File: src/rtl/lsu_pkg.sv
// Shared types and constants for the load/store unit: FSM states, fault causes,
// RV32I load/store funct3 encodings and an access-size helper.
package lsu_pkg;

  typedef enum logic [1:0] {
    IDLE   = 2'd0,
    ACCESS = 2'd1,
    BYTES  = 2'd2,
    RESP   = 2'd3
  } lsu_state_e;

  typedef enum logic [1:0] {
    NONE         = 2'd0,
    MISALIGNED   = 2'd1,
    ACCESS_FAULT = 2'd2,
    ILLEGAL      = 2'd3
  } lsu_cause_e;

  localparam logic [2:0] F3_B  = 3'b000;
  localparam logic [2:0] F3_H  = 3'b001;
  localparam logic [2:0] F3_W  = 3'b010;
  localparam logic [2:0] F3_BU = 3'b100;
  localparam logic [2:0] F3_HU = 3'b101;

  // Bytes touched by an access; funct3[1:0] encodes the size for loads and stores.
  function automatic logic [2:0] access_bytes(input logic [2:0] funct3);
    case (funct3[1:0])
      2'b00:   access_bytes = 3'd1;
      2'b01:   access_bytes = 3'd2;
      default: access_bytes = 3'd4;
    endcase
  endfunction

endpackage

File: src/rtl/lsu_load_align.sv
// Load data alignment: shifts the addressed lane down to bit 0 and applies
// sign (LB/LH) or zero (LBU/LHU) extension.
module lsu_load_align
  import lsu_pkg::*;
(
  input  logic [31:0] data_i,
  input  logic [1:0]  offset_i,
  input  logic [2:0]  funct3_i,
  output logic [31:0] result_o
);

  logic [31:0] shifted_s;

  // Lane shift followed by width-dependent extension.
  always_comb begin
    shifted_s = data_i >> {offset_i, 3'b000};
    case (funct3_i)
      F3_B:    result_o = {{24{shifted_s[7]}}, shifted_s[7:0]};
      F3_H:    result_o = {{16{shifted_s[15]}}, shifted_s[15:0]};
      F3_W:    result_o = shifted_s;
      F3_BU:   result_o = {24'h000000, shifted_s[7:0]};
      F3_HU:   result_o = {16'h0000, shifted_s[15:0]};
      default: result_o = 32'h00000000;
    endcase
  end

endmodule

File: src/rtl/load_store_unit.sv
// Single-outstanding RV32I load/store unit with window, alignment and opcode checks.
// Define LSU_MISALIGNED_SPLIT_EN to execute misaligned accesses as byte sequences.
module load_store_unit
  import lsu_pkg::*;
#(
  parameter logic [31:0] BASE_ADDR = 32'h00001000,
  parameter int unsigned DEPTH     = 1024
) (
  input  logic        clk,
  input  logic        rst_n,
  input  logic        req_valid,
  output logic        req_ready,
  input  logic        req_we,
  input  logic [2:0]  req_funct3,
  input  logic [31:0] req_addr,
  input  logic [31:0] req_wdata,
  output logic        resp_valid,
  input  logic        resp_ready,
  output logic [31:0] resp_rdata,
  output logic        resp_err,
  output logic [1:0]  resp_cause,
  output logic [31:0] mem_addr,
  output logic [31:0] mem_wdata,
  output logic        mem_we,
  output logic [3:0]  mem_be,
  input  logic [31:0] mem_rdata
);

  localparam logic [32:0] WIN_END = {1'b0, BASE_ADDR} + 33'(DEPTH) * 33'd4;

  lsu_state_e  state_q, state_d;
  lsu_cause_e  cause_q, cause_d, in_cause_s;
  logic        we_q, we_d, err_q, err_d;
  logic [2:0]  f3_q, f3_d;
  logic [31:0] addr_q, addr_d, wdata_q, wdata_d, rdata_q, rdata_d;
  logic [31:0] align_data_s, align_out_s;
  logic [1:0]  align_off_s;
  logic        illegal_s, outside_s, misal_s;
  logic [32:0] req_end_s;

`ifdef LSU_MISALIGNED_SPLIT_EN
  logic [1:0]  cnt_q, cnt_d, last_cnt_s;
  logic [31:0] asm_q, asm_d, asm_next_s, byte_addr_s;
  logic [7:0]  lane_byte_s, wr_byte_s;

  // Per-byte address, the load byte on its lane and the store byte for this step.
  always_comb begin
    byte_addr_s = addr_q + {30'h0, cnt_q};
    last_cnt_s  = 2'(access_bytes(f3_q) - 3'd1);
    case (byte_addr_s[1:0])
      2'd0:    lane_byte_s = mem_rdata[7:0];
      2'd1:    lane_byte_s = mem_rdata[15:8];
      2'd2:    lane_byte_s = mem_rdata[23:16];
      default: lane_byte_s = mem_rdata[31:24];
    endcase
    case (cnt_q)
      2'd0:    wr_byte_s = wdata_q[7:0];
      2'd1:    wr_byte_s = wdata_q[15:8];
      2'd2:    wr_byte_s = wdata_q[23:16];
      default: wr_byte_s = wdata_q[31:24];
    endcase
    asm_next_s   = asm_q | ({24'h000000, lane_byte_s} << {cnt_q, 3'b000});
    align_data_s = (state_q == BYTES) ? asm_next_s : mem_rdata;
    align_off_s  = (state_q == BYTES) ? 2'b00 : addr_q[1:0];
  end
`else
  assign align_data_s = mem_rdata;
  assign align_off_s  = addr_q[1:0];
`endif

  lsu_load_align u_align (
    .data_i   (align_data_s),
    .offset_i (align_off_s),
    .funct3_i (f3_q),
    .result_o (align_out_s)
  );

  // Classify the incoming request; illegal beats out-of-window beats misaligned.
  always_comb begin
    illegal_s = (req_funct3 == 3'b011) || (req_funct3 == 3'b110) || (req_funct3 == 3'b111) ||
                (req_we && req_funct3[2]);
    req_end_s = {1'b0, req_addr} + {30'h0, access_bytes(req_funct3)};
    outside_s = (req_addr < BASE_ADDR) || (req_end_s > WIN_END);
    misal_s   = ((req_funct3[1:0] == 2'b01) && req_addr[0]) ||
                ((req_funct3[1:0] == 2'b10) && (req_addr[1:0] != 2'b00));
    if (illegal_s) begin
      in_cause_s = ILLEGAL;
    end else if (outside_s) begin
      in_cause_s = ACCESS_FAULT;
    end else if (misal_s) begin
      in_cause_s = MISALIGNED;
    end else begin
      in_cause_s = NONE;
    end
  end

  // Next-state and datapath-register logic.
  always_comb begin
    state_d = state_q;
    we_d    = we_q;
    f3_d    = f3_q;
    addr_d  = addr_q;
    wdata_d = wdata_q;
    rdata_d = rdata_q;
    err_d   = err_q;
    cause_d = cause_q;
`ifdef LSU_MISALIGNED_SPLIT_EN
    cnt_d   = cnt_q;
    asm_d   = asm_q;
`endif
    case (state_q)
      IDLE: begin
        if (req_valid) begin
          we_d    = req_we;
          f3_d    = req_funct3;
          addr_d  = req_addr;
          wdata_d = req_wdata;
          rdata_d = 32'h00000000;
          if (in_cause_s == NONE) begin
            state_d = ACCESS;
            err_d   = 1'b0;
            cause_d = NONE;
`ifdef LSU_MISALIGNED_SPLIT_EN
          end else if (in_cause_s == MISALIGNED) begin
            state_d = BYTES;
            err_d   = 1'b0;
            cause_d = NONE;
            cnt_d   = 2'd0;
            asm_d   = 32'h00000000;
`endif
          end else begin
            state_d = RESP;
            err_d   = 1'b1;
            cause_d = in_cause_s;
          end
        end else begin
          state_d = IDLE;
        end
      end
      ACCESS: begin
        state_d = RESP;
        rdata_d = we_q ? 32'h00000000 : align_out_s;
      end
`ifdef LSU_MISALIGNED_SPLIT_EN
      BYTES: begin
        asm_d = asm_next_s;
        cnt_d = cnt_q + 2'd1;
        if (cnt_q == last_cnt_s) begin
          state_d = RESP;
          rdata_d = we_q ? 32'h00000000 : align_out_s;
        end else begin
          state_d = BYTES;
        end
      end
`endif
      RESP: begin
        if (resp_ready) begin
          state_d = IDLE;
        end else begin
          state_d = RESP;
        end
      end
      default: state_d = IDLE;
    endcase
  end

  // State and datapath registers.
  always_ff @(posedge clk or negedge rst_n) begin
    if (!rst_n) begin
      state_q <= IDLE;
      we_q    <= 1'b0;
      f3_q    <= 3'b000;
      addr_q  <= 32'h00000000;
      wdata_q <= 32'h00000000;
      rdata_q <= 32'h00000000;
      err_q   <= 1'b0;
      cause_q <= NONE;
`ifdef LSU_MISALIGNED_SPLIT_EN
      cnt_q   <= 2'd0;
      asm_q   <= 32'h00000000;
`endif
    end else begin
      state_q <= state_d;
      we_q    <= we_d;
      f3_q    <= f3_d;
      addr_q  <= addr_d;
      wdata_q <= wdata_d;
      rdata_q <= rdata_d;
      err_q   <= err_d;
      cause_q <= cause_d;
`ifdef LSU_MISALIGNED_SPLIT_EN
      cnt_q   <= cnt_d;
      asm_q   <= asm_d;
`endif
    end
  end

  // Memory port decoded from state only, so reset silences it without waiting for a clock.
  always_comb begin
    req_ready  = (state_q == IDLE);
    resp_valid = (state_q == RESP);
    mem_addr   = 32'h00000000;
    mem_wdata  = 32'h00000000;
    mem_we     = 1'b0;
    mem_be     = 4'b0000;
    case (state_q)
      ACCESS: begin
        mem_addr = addr_q;
        mem_we   = we_q;
        case (f3_q[1:0])
          2'b00: begin
            mem_be    = 4'b0001 << addr_q[1:0];
            mem_wdata = {4{wdata_q[7:0]}};
          end
          2'b01: begin
            mem_be    = addr_q[1] ? 4'b1100 : 4'b0011;
            mem_wdata = {2{wdata_q[15:0]}};
          end
          default: begin
            mem_be    = 4'b1111;
            mem_wdata = wdata_q;
          end
        endcase
      end
`ifdef LSU_MISALIGNED_SPLIT_EN
      BYTES: begin
        mem_addr  = byte_addr_s;
        mem_we    = we_q;
        mem_be    = 4'b0001 << byte_addr_s[1:0];
        mem_wdata = {4{wr_byte_s}};
      end
`endif
      default: begin
        mem_we = 1'b0;
      end
    endcase
  end

  assign resp_rdata = rdata_q;
  assign resp_err   = err_q;
  assign resp_cause = cause_q;

endmodule

File: config.mk
export PLATFORM = sky130hd
export DESIGN_NAME = load_store_unit
export DESIGN_NICKNAME = d
export VERILOG_FILES = /design/src/rtl/lsu_pkg.sv /design/src/rtl/lsu_load_align.sv /design/src/rtl/load_store_unit.sv
export SDC_FILE = /design/constraint.sdc
export NUM_CORES = 1
export LEC_CHECK = 0
export CORE_AREA = 10 10 123 125
export DETAILED_ROUTE_END_ITERATION = 8
export DIE_AREA = 0 0 133 135
export GPL_ROUTABILITY_DRIVEN = 0
export GPL_TIMING_DRIVEN = 1
export PLACE_DENSITY = 0.87
export SLEW_MARGIN = 20
export SYNTH_ARGS = -nofsm -noshare
export SYNTH_HDL_FRONTEND = slang
export SYNTH_HIERARCHICAL = 1
export SYNTH_SLANG_ARGS = --single-unit
File: constraint.sdc
create_clock -name clk -period 5 [get_ports clk]
set_input_delay 1.25 -clock clk [delete_from_list [all_inputs] [get_ports clk]]
set_output_delay 1.25 -clock clk [all_outputs]
set_load 0.02 [all_outputs]
## After elaboration in Yosys (flattened, before gate mapping)

Cells that the tools add are included.
Widths: inputs -> output; s select.

- Flip-flop bits (word level): 105
- Bits of input ports: 104
- Output and inout bits: 106
- Logic and storage cells: 64

- $add $sub $neg: 1
- $lt $le $gt $ge: 2
- Equal/unequal tests: 13
- Shift-type cells: 2
- Multiplexer cells: 21
- Reduce and logical (&&, ||, !) cells: 17

Operator list:

| cell | number |
|---|---|
| $pmux 32 s5 | 1 |
| $mux 32 | 4 |
| $pmux 32 s2 | 2 |
| $add 32x3->33 | 1 |
| $gt 33x14->1 const B | 1 |
| $lt 32x13->1 const B | 1 |
| $shr 32x5->32 | 1 |
| $eq 3x3->1 const B | 4 |
| $mux 2 | 6 |
| $logic_not 2->1 | 4 |
| $mux 4 | 2 |
| $pmux 4 s2 | 1 |
| $eq 2x1->1 const B | 3 |
| $eq 3x2->1 const B | 2 |
| $pmux 2 s3 | 1 |
| $pmux 3 s2 | 1 |
| $logic_or 1x1->1 | 5 |
| $eq 2x2->1 const B | 2 |
| $reduce_and 2->1 | 2 |
| $reduce_bool 2->1 | 2 |
| $shl 1x2->4 const A | 1 |
| $eq 3x1->1 const B | 1 |
| $logic_and 1x1->1 | 3 |
| $logic_not 3->1 | 1 |
| other kinds (2) | 4 |

## Longest topological paths before layout

- Word-level depth: 11
- Depth in mapped cells: 10
- Gate-level depth less buffers: 10

## By module

The synthesis kept the hierarchy.

Modules (own cells, without submodules):

| module | instances | cells each | area each (um^2) | seq. area each (um^2) |
|---|---|---|---|---|
| load_store_unit | 1 | 664 | 5,586.6 | 2,627.5 |
| lsu_load_align | 1 | 109 | 803.3 | 0.0 |

## Worst setup path before layout

No wires, ideal clock.

- Path kind: input to register
- Start point: input req_funct3[0]
- End point: register err_q (netlist: resp_err)
- Library setup time: 0.141 ns
- Data arrival time: 3.506 ns
- Required time: 4.859 ns
- Setup slack: 1.353 ns
- Stages on the path: 9
- Buffers on the path: 0
- Path through: nor2b_1 fa_1 a21oi_1 or4_4 or4_4 a21oi_2 o211ai_2 nor4_4 a31oi_1

- Cells in the longest elaborated chain, start to end: 9
- Elaborated cells on any way between the ends: 21
- Those cells by class: add/sub: 1; order compare: 1; eq/ne: 5; mux: 5; reduce/logical: 9

RTL lines:

| element | RTL line | RTL |
|---|---|---|
| from (decl) | load_store_unit.sv:14 | `input logic [2:0] req_funct3,` |
| $eq 2x1->1 / $logic_not 2->1 (equally long branches) | lsu_pkg.sv:27, load_store_unit.sv:84 |  |
| $pmux 3 s2 | lsu_pkg.sv:27 | `case (funct3[1:0])` |
| $add 32x3->33 | load_store_unit.sv:82 | `req_end_s = {1'b0, req_addr} + {30'h0, access_bytes(req_funct3)};` |
| $gt 33x14->1 | load_store_unit.sv:83 | `outside_s = (req_addr < BASE_ADDR) \|\| (req_end_s > WIN_END);` |
| $logic_or 1x1->1 | load_store_unit.sv:83 |  |
| $mux 2 | load_store_unit.sv:88 | `end else if (outside_s) begin` |
| $mux 2 (*) | load_store_unit.sv:86 | `if (illegal_s) begin` |
| $logic_not 2->1 (*) | load_store_unit.sv:119 | `if (in_cause_s == NONE) begin` |
| $mux 1 (*) | load_store_unit.sv:119 |  |
| to (signal assigned) | load_store_unit.sv:189 | `err_q <= err_d;` |
| to (decl) | load_store_unit.sv:33 | `logic we_q, we_d, err_q, err_d;` |

Every way passes the cells marked *; elsewhere a longest branch is shown, timed or not.
A chain may end at the register's enable or synchronous reset.

## Worst setup path after layout

- Start point: input req_funct3[1]
- End point: register err_q (netlist: resp_err)

Same word-level chain as after synthesis.

==> summary.md <==
| Metric | Value |
|---|---|
| DP Wirelength | `15700 um` |
| Wire length per cell | `18.9 um` |
| Area Overhead vs Synth | `39.0%` |
| Initial Util | `50.8%` |
| Fmax | `235 MHz` |
| Cts repair resizes | `0` |
| Largest net degree at the start of global routing | `79` |
| Max VDD drop | `281 uV` |
| Clock Path Buffers | `2` |
| RSZ-0062 raised after global routing | `false` |
| Worst Tran Pin Value | `1.07 ns` |
| Critical Path Source Type | `primary input` |
| Setup TNS | `0 ns` |
| Total wire length | `21300 um` |
| Reg2reg setup slack | `2.70 ns` |
| Seq cells post-synth | `105` |
| Crit path capture type | `flip-flop` |
| Largest stage delay, worst path | `0.58 ns` |
| Die area | `18000 um^2` |
| First-pass DRT Iterations | `5` |
| Mean area per synthesized cell | `8.27 um^2` |
| Final Hold Fails | `0` |
| Final Cycle Share | `85.2%` |
| WHS Path Cells | `2` |
| Post-DRT Antenna Nets | `0` |
| Placeable Area | `12600 um^2` |
| Die height | `135 um` |
| WP data required | `5.17 ns` |
| Leakage | `3.93 nW` |
| Post-synth ARST share | `100%` |
| Kind of critical path | `primary input to flip-flop` |
| Crit-path cells | `clkdlybuf4s50_1, nor2_1, ha_1, fa_1, a21oi_1, nor2b_1, nor4_1, nor3_1, o41a_1, nor4_4, a31oi_1` |
| Vias in the first global route | `6159` |
| Ports | `210` |
| Netlist Area Pre-Place | `6390 um^2` |
| All-layer global routing usage | `23.0%` |
| Worst reg2reg endpoint | `resp_rdata[18]$_DFFE_PN0P_` |
| Cell count after synthesis | `773` |
| Post-layout util | `70.7%` |
| Post-synth EDFFs | `0` |
| Worst Hold Path EP | `addr_q[29]$_DFFE_PN0P_` |
| Hold_ws | `0.468 ns` |
| Yosys warns | `6` |
| CP max stage cell | `a21oi_1` |
| HP Start | `addr_q[29]$_DFFE_PN0P_` |
| Post-Syn Nets | `881` |
| Clk Latency, worst-skew pair | `0.35 ns` |
| Crit path DAT | `4.43 ns` |
| CTS root buffer | `clkbuf_16` |
| Seq/Total Area, Yosys | `41.1%` |
| Final min period | `4.26 ns` |
| First-pass GRT wire length | `33600 um` |
| Pwr/cell area | `553 nW/um^2` |
| Rel. slew slack | `28.7%` |
| Die width | `133 um` |
| Worst-path clk slew | `0.07 ns` |
| Vias | `6415` |
| Number of cells on the worst reg-to-reg path | `5` |
| Num CTS Buffers | `9` |
| Post-CTS setup buffers | `0` |
| Initial antenna violation count | `3` |
| Post-synthesis cell type count | `68` |
| Grt total ovfl | `0` |
| CTS tree | `done` |
| Clock Skews | `0.00889 ns` |
| Crit-path max FO | `10` |
| RR Startpoint | `f3_q[0]$_DFFE_PN0P_` |
| Number of I/O port buffers | `209` |
| DR DRC count | `0` |
| Drt initial violations | `583` |
| Detail-routed via count per cell | `5.69` |
| H-tree depth | `3` |
| Prevailing post-synth register cell | `dfrtp_1` |
| Pins Over Slew Limit | `0` |
| Layout fillers | `1000` |
| Setup violators final | `0` |
| Max-cap violations | `0` |
| Count of hold-fix buffers inserted at cts | `0` |
| Ratio of cells with drive above 1 in the final layout | `5.76%` |
| Tightest Hold Check Type | `flip-flop to flip-flop` |
| Multi-input logic area | `3540 um^2` |
| Final #Nets | `1059` |
| Status | `finished clean` |
| Clock Sinks | `105` |
| Num rows | `41` |
| Register area | `2630 um^2` |
## registers in the layout, summed over array words and instances, names as in the netlist
| name | flops |
|---|---|
| addr_q | 32 |
| state_q | 2 |
| wdata_q | 32 |
| resp_rdata | 32 |
| resp_cause | 2 |
| we_q | 1 |
| resp_err | 1 |
| f3_q | 3 |
## final cells by class
cell class                      instances  share of cell area [%]
Tap cell                              172                    2.42
Sequential cell                       105                    29.6
Clock inverter                          6                    1.01
Multi-Input combinational cell        611                    39.9
Inverter                                6                   0.254
Antenna cell                            1                  0.0282
Timing Repair Buffer                  218                    24.3
Clock buffer                            9                    2.54
## how the worst max path moves through the flow
| stage | endpoint | depth (start not counted) | start | slack (ns) |
|---|---|---|---|---|
| detailed placement | resp_err$_DFFE_PN0P_ | 11 | req_funct3[1] | 0.45 |
| floorplan | resp_err$_DFFE_PN0P_ | 9 | req_funct3[0] | 1.35 |
| CTS | resp_err$_DFFE_PN0P_ | 11 | req_funct3[1] | 0.80 |
| global placement | resp_err$_DFFE_PN0P_ | 11 | req_funct3[1] | 0.49 |
| global route | resp_err$_DFFE_PN0P_ | 11 | req_funct3[1] | 0.58 |
| finish | resp_err$_DFFE_PN0P_ | 11 | req_funct3[1] | 0.74 |
## stage by stage
step           cells  total power, mW  setup slack (ns)  cell area [um^2]
5_1_grt         1128             5.23             0.581              8880
3_5_place_dp    1112             4.15             0.447              8570
4_1_cts         1127             4.93             0.801              8880
3_3_place_gp    1112             4.08             0.492              8570
2_1_floorplan    773             3.09              1.35              6390
6_report        1128             4.91             0.739              8880
## layout by cell type (no fill, tap or decap), types with 4 or more instances in the layout
cell,instances
nor2_1,40
nor2_2,4
a22o_1,32
a21oi_1,26
inv_1,6
and2_1,42
o21ai_0,21
buf_4,10
a211oi_1,15
nor2b_1,13
nand3_1,12
mux2i_1,35
nand4_1,15
a21o_1,9
clkdlybuf4s50_1,208
nand2_1,239
xor2_1,4
dfrtp_1,104
nor3_1,7
clkbuf_16,9
o2bb2ai_1,6
nand2b_1,5
nor4_1,10
o21ai_1,10
## cell families (layout without fill, tap and decap cells)
family	Yosys count	after routing	share of synthesized area, %
XOR/XNOR	7	7	0.959
adder cells (fa/ha/maj)	4	4	0.901
multiplexers	39	39	6.19
buffers and inverters	57	239	3.64
flip-flops	105	105	41.1
AND/OR/NAND/NOR	416	416	30.8
AO/OA/AOI/OAI	145	145	16.4
other	0	1	0
## synth_stat cells (5+ instances only)
| library cell | n | area [um^2] |
|---|---|---|
| inv_1 | 6 | 22.5 |
| nand2_1 | 240 | 901 |
| o21ai_0 | 21 | 105 |
| nor3_1 | 7 | 35.0 |
| a22o_1 | 32 | 280 |
| nor2_1 | 42 | 158 |
| nand3_1 | 12 | 60.1 |
| a21oi_1 | 26 | 130 |
| a211oi_1 | 15 | 113 |
| nand2b_1 | 5 | 31.3 |
| and2_1 | 43 | 269 |
| o2bb2ai_1 | 6 | 52.6 |
| a21o_1 | 9 | 67.6 |
| mux2i_1 | 35 | 350 |
| buf_2 | 6 | 30.0 |
| dfrtp_1 | 105 | 2630 |
| nor4_1 | 10 | 62.6 |
| nand4_1 | 15 | 93.8 |
| o21ai_1 | 10 | 50.1 |
| clkbuf_1 | 39 | 146 |
| nor2b_1 | 13 | 81.3 |
## routing by layer
| metal | wire (um) | part of all wire, % | track usage [%] |
|---|---|---|---|
| met4 | 550 | 2.6 | 7.58 |
| met3 | 1920 | 9.0 | 7.05 |
| met2 | 10100 | 47 | 36.9 |
| met1 | 8770 | 41 | 28.9 |
| met5 | 0 | 0 | 0 |
## where the power goes
part           internal, mW  total (mW)  leakage, nW  switching [mW]
combinational          1.15        2.61         2.44            1.46
sequential             1.20        1.54         1.34           0.338
clock                 0.439       0.762        0.152           0.323
## worst max-delay path: cells and delay by family
| kind | cells | cell delay [ns] |
|---|---|---|
| AO/OA/AOI/OAI | 3 | 1.19 |
| AND/OR/NAND/NOR | 5 | 0.81 |
| adder cells (fa/ha/maj) | 2 | 0.61 |
| buffers and inverters | 1 | 0.57 |
Power figures use the tool's default switching activity.
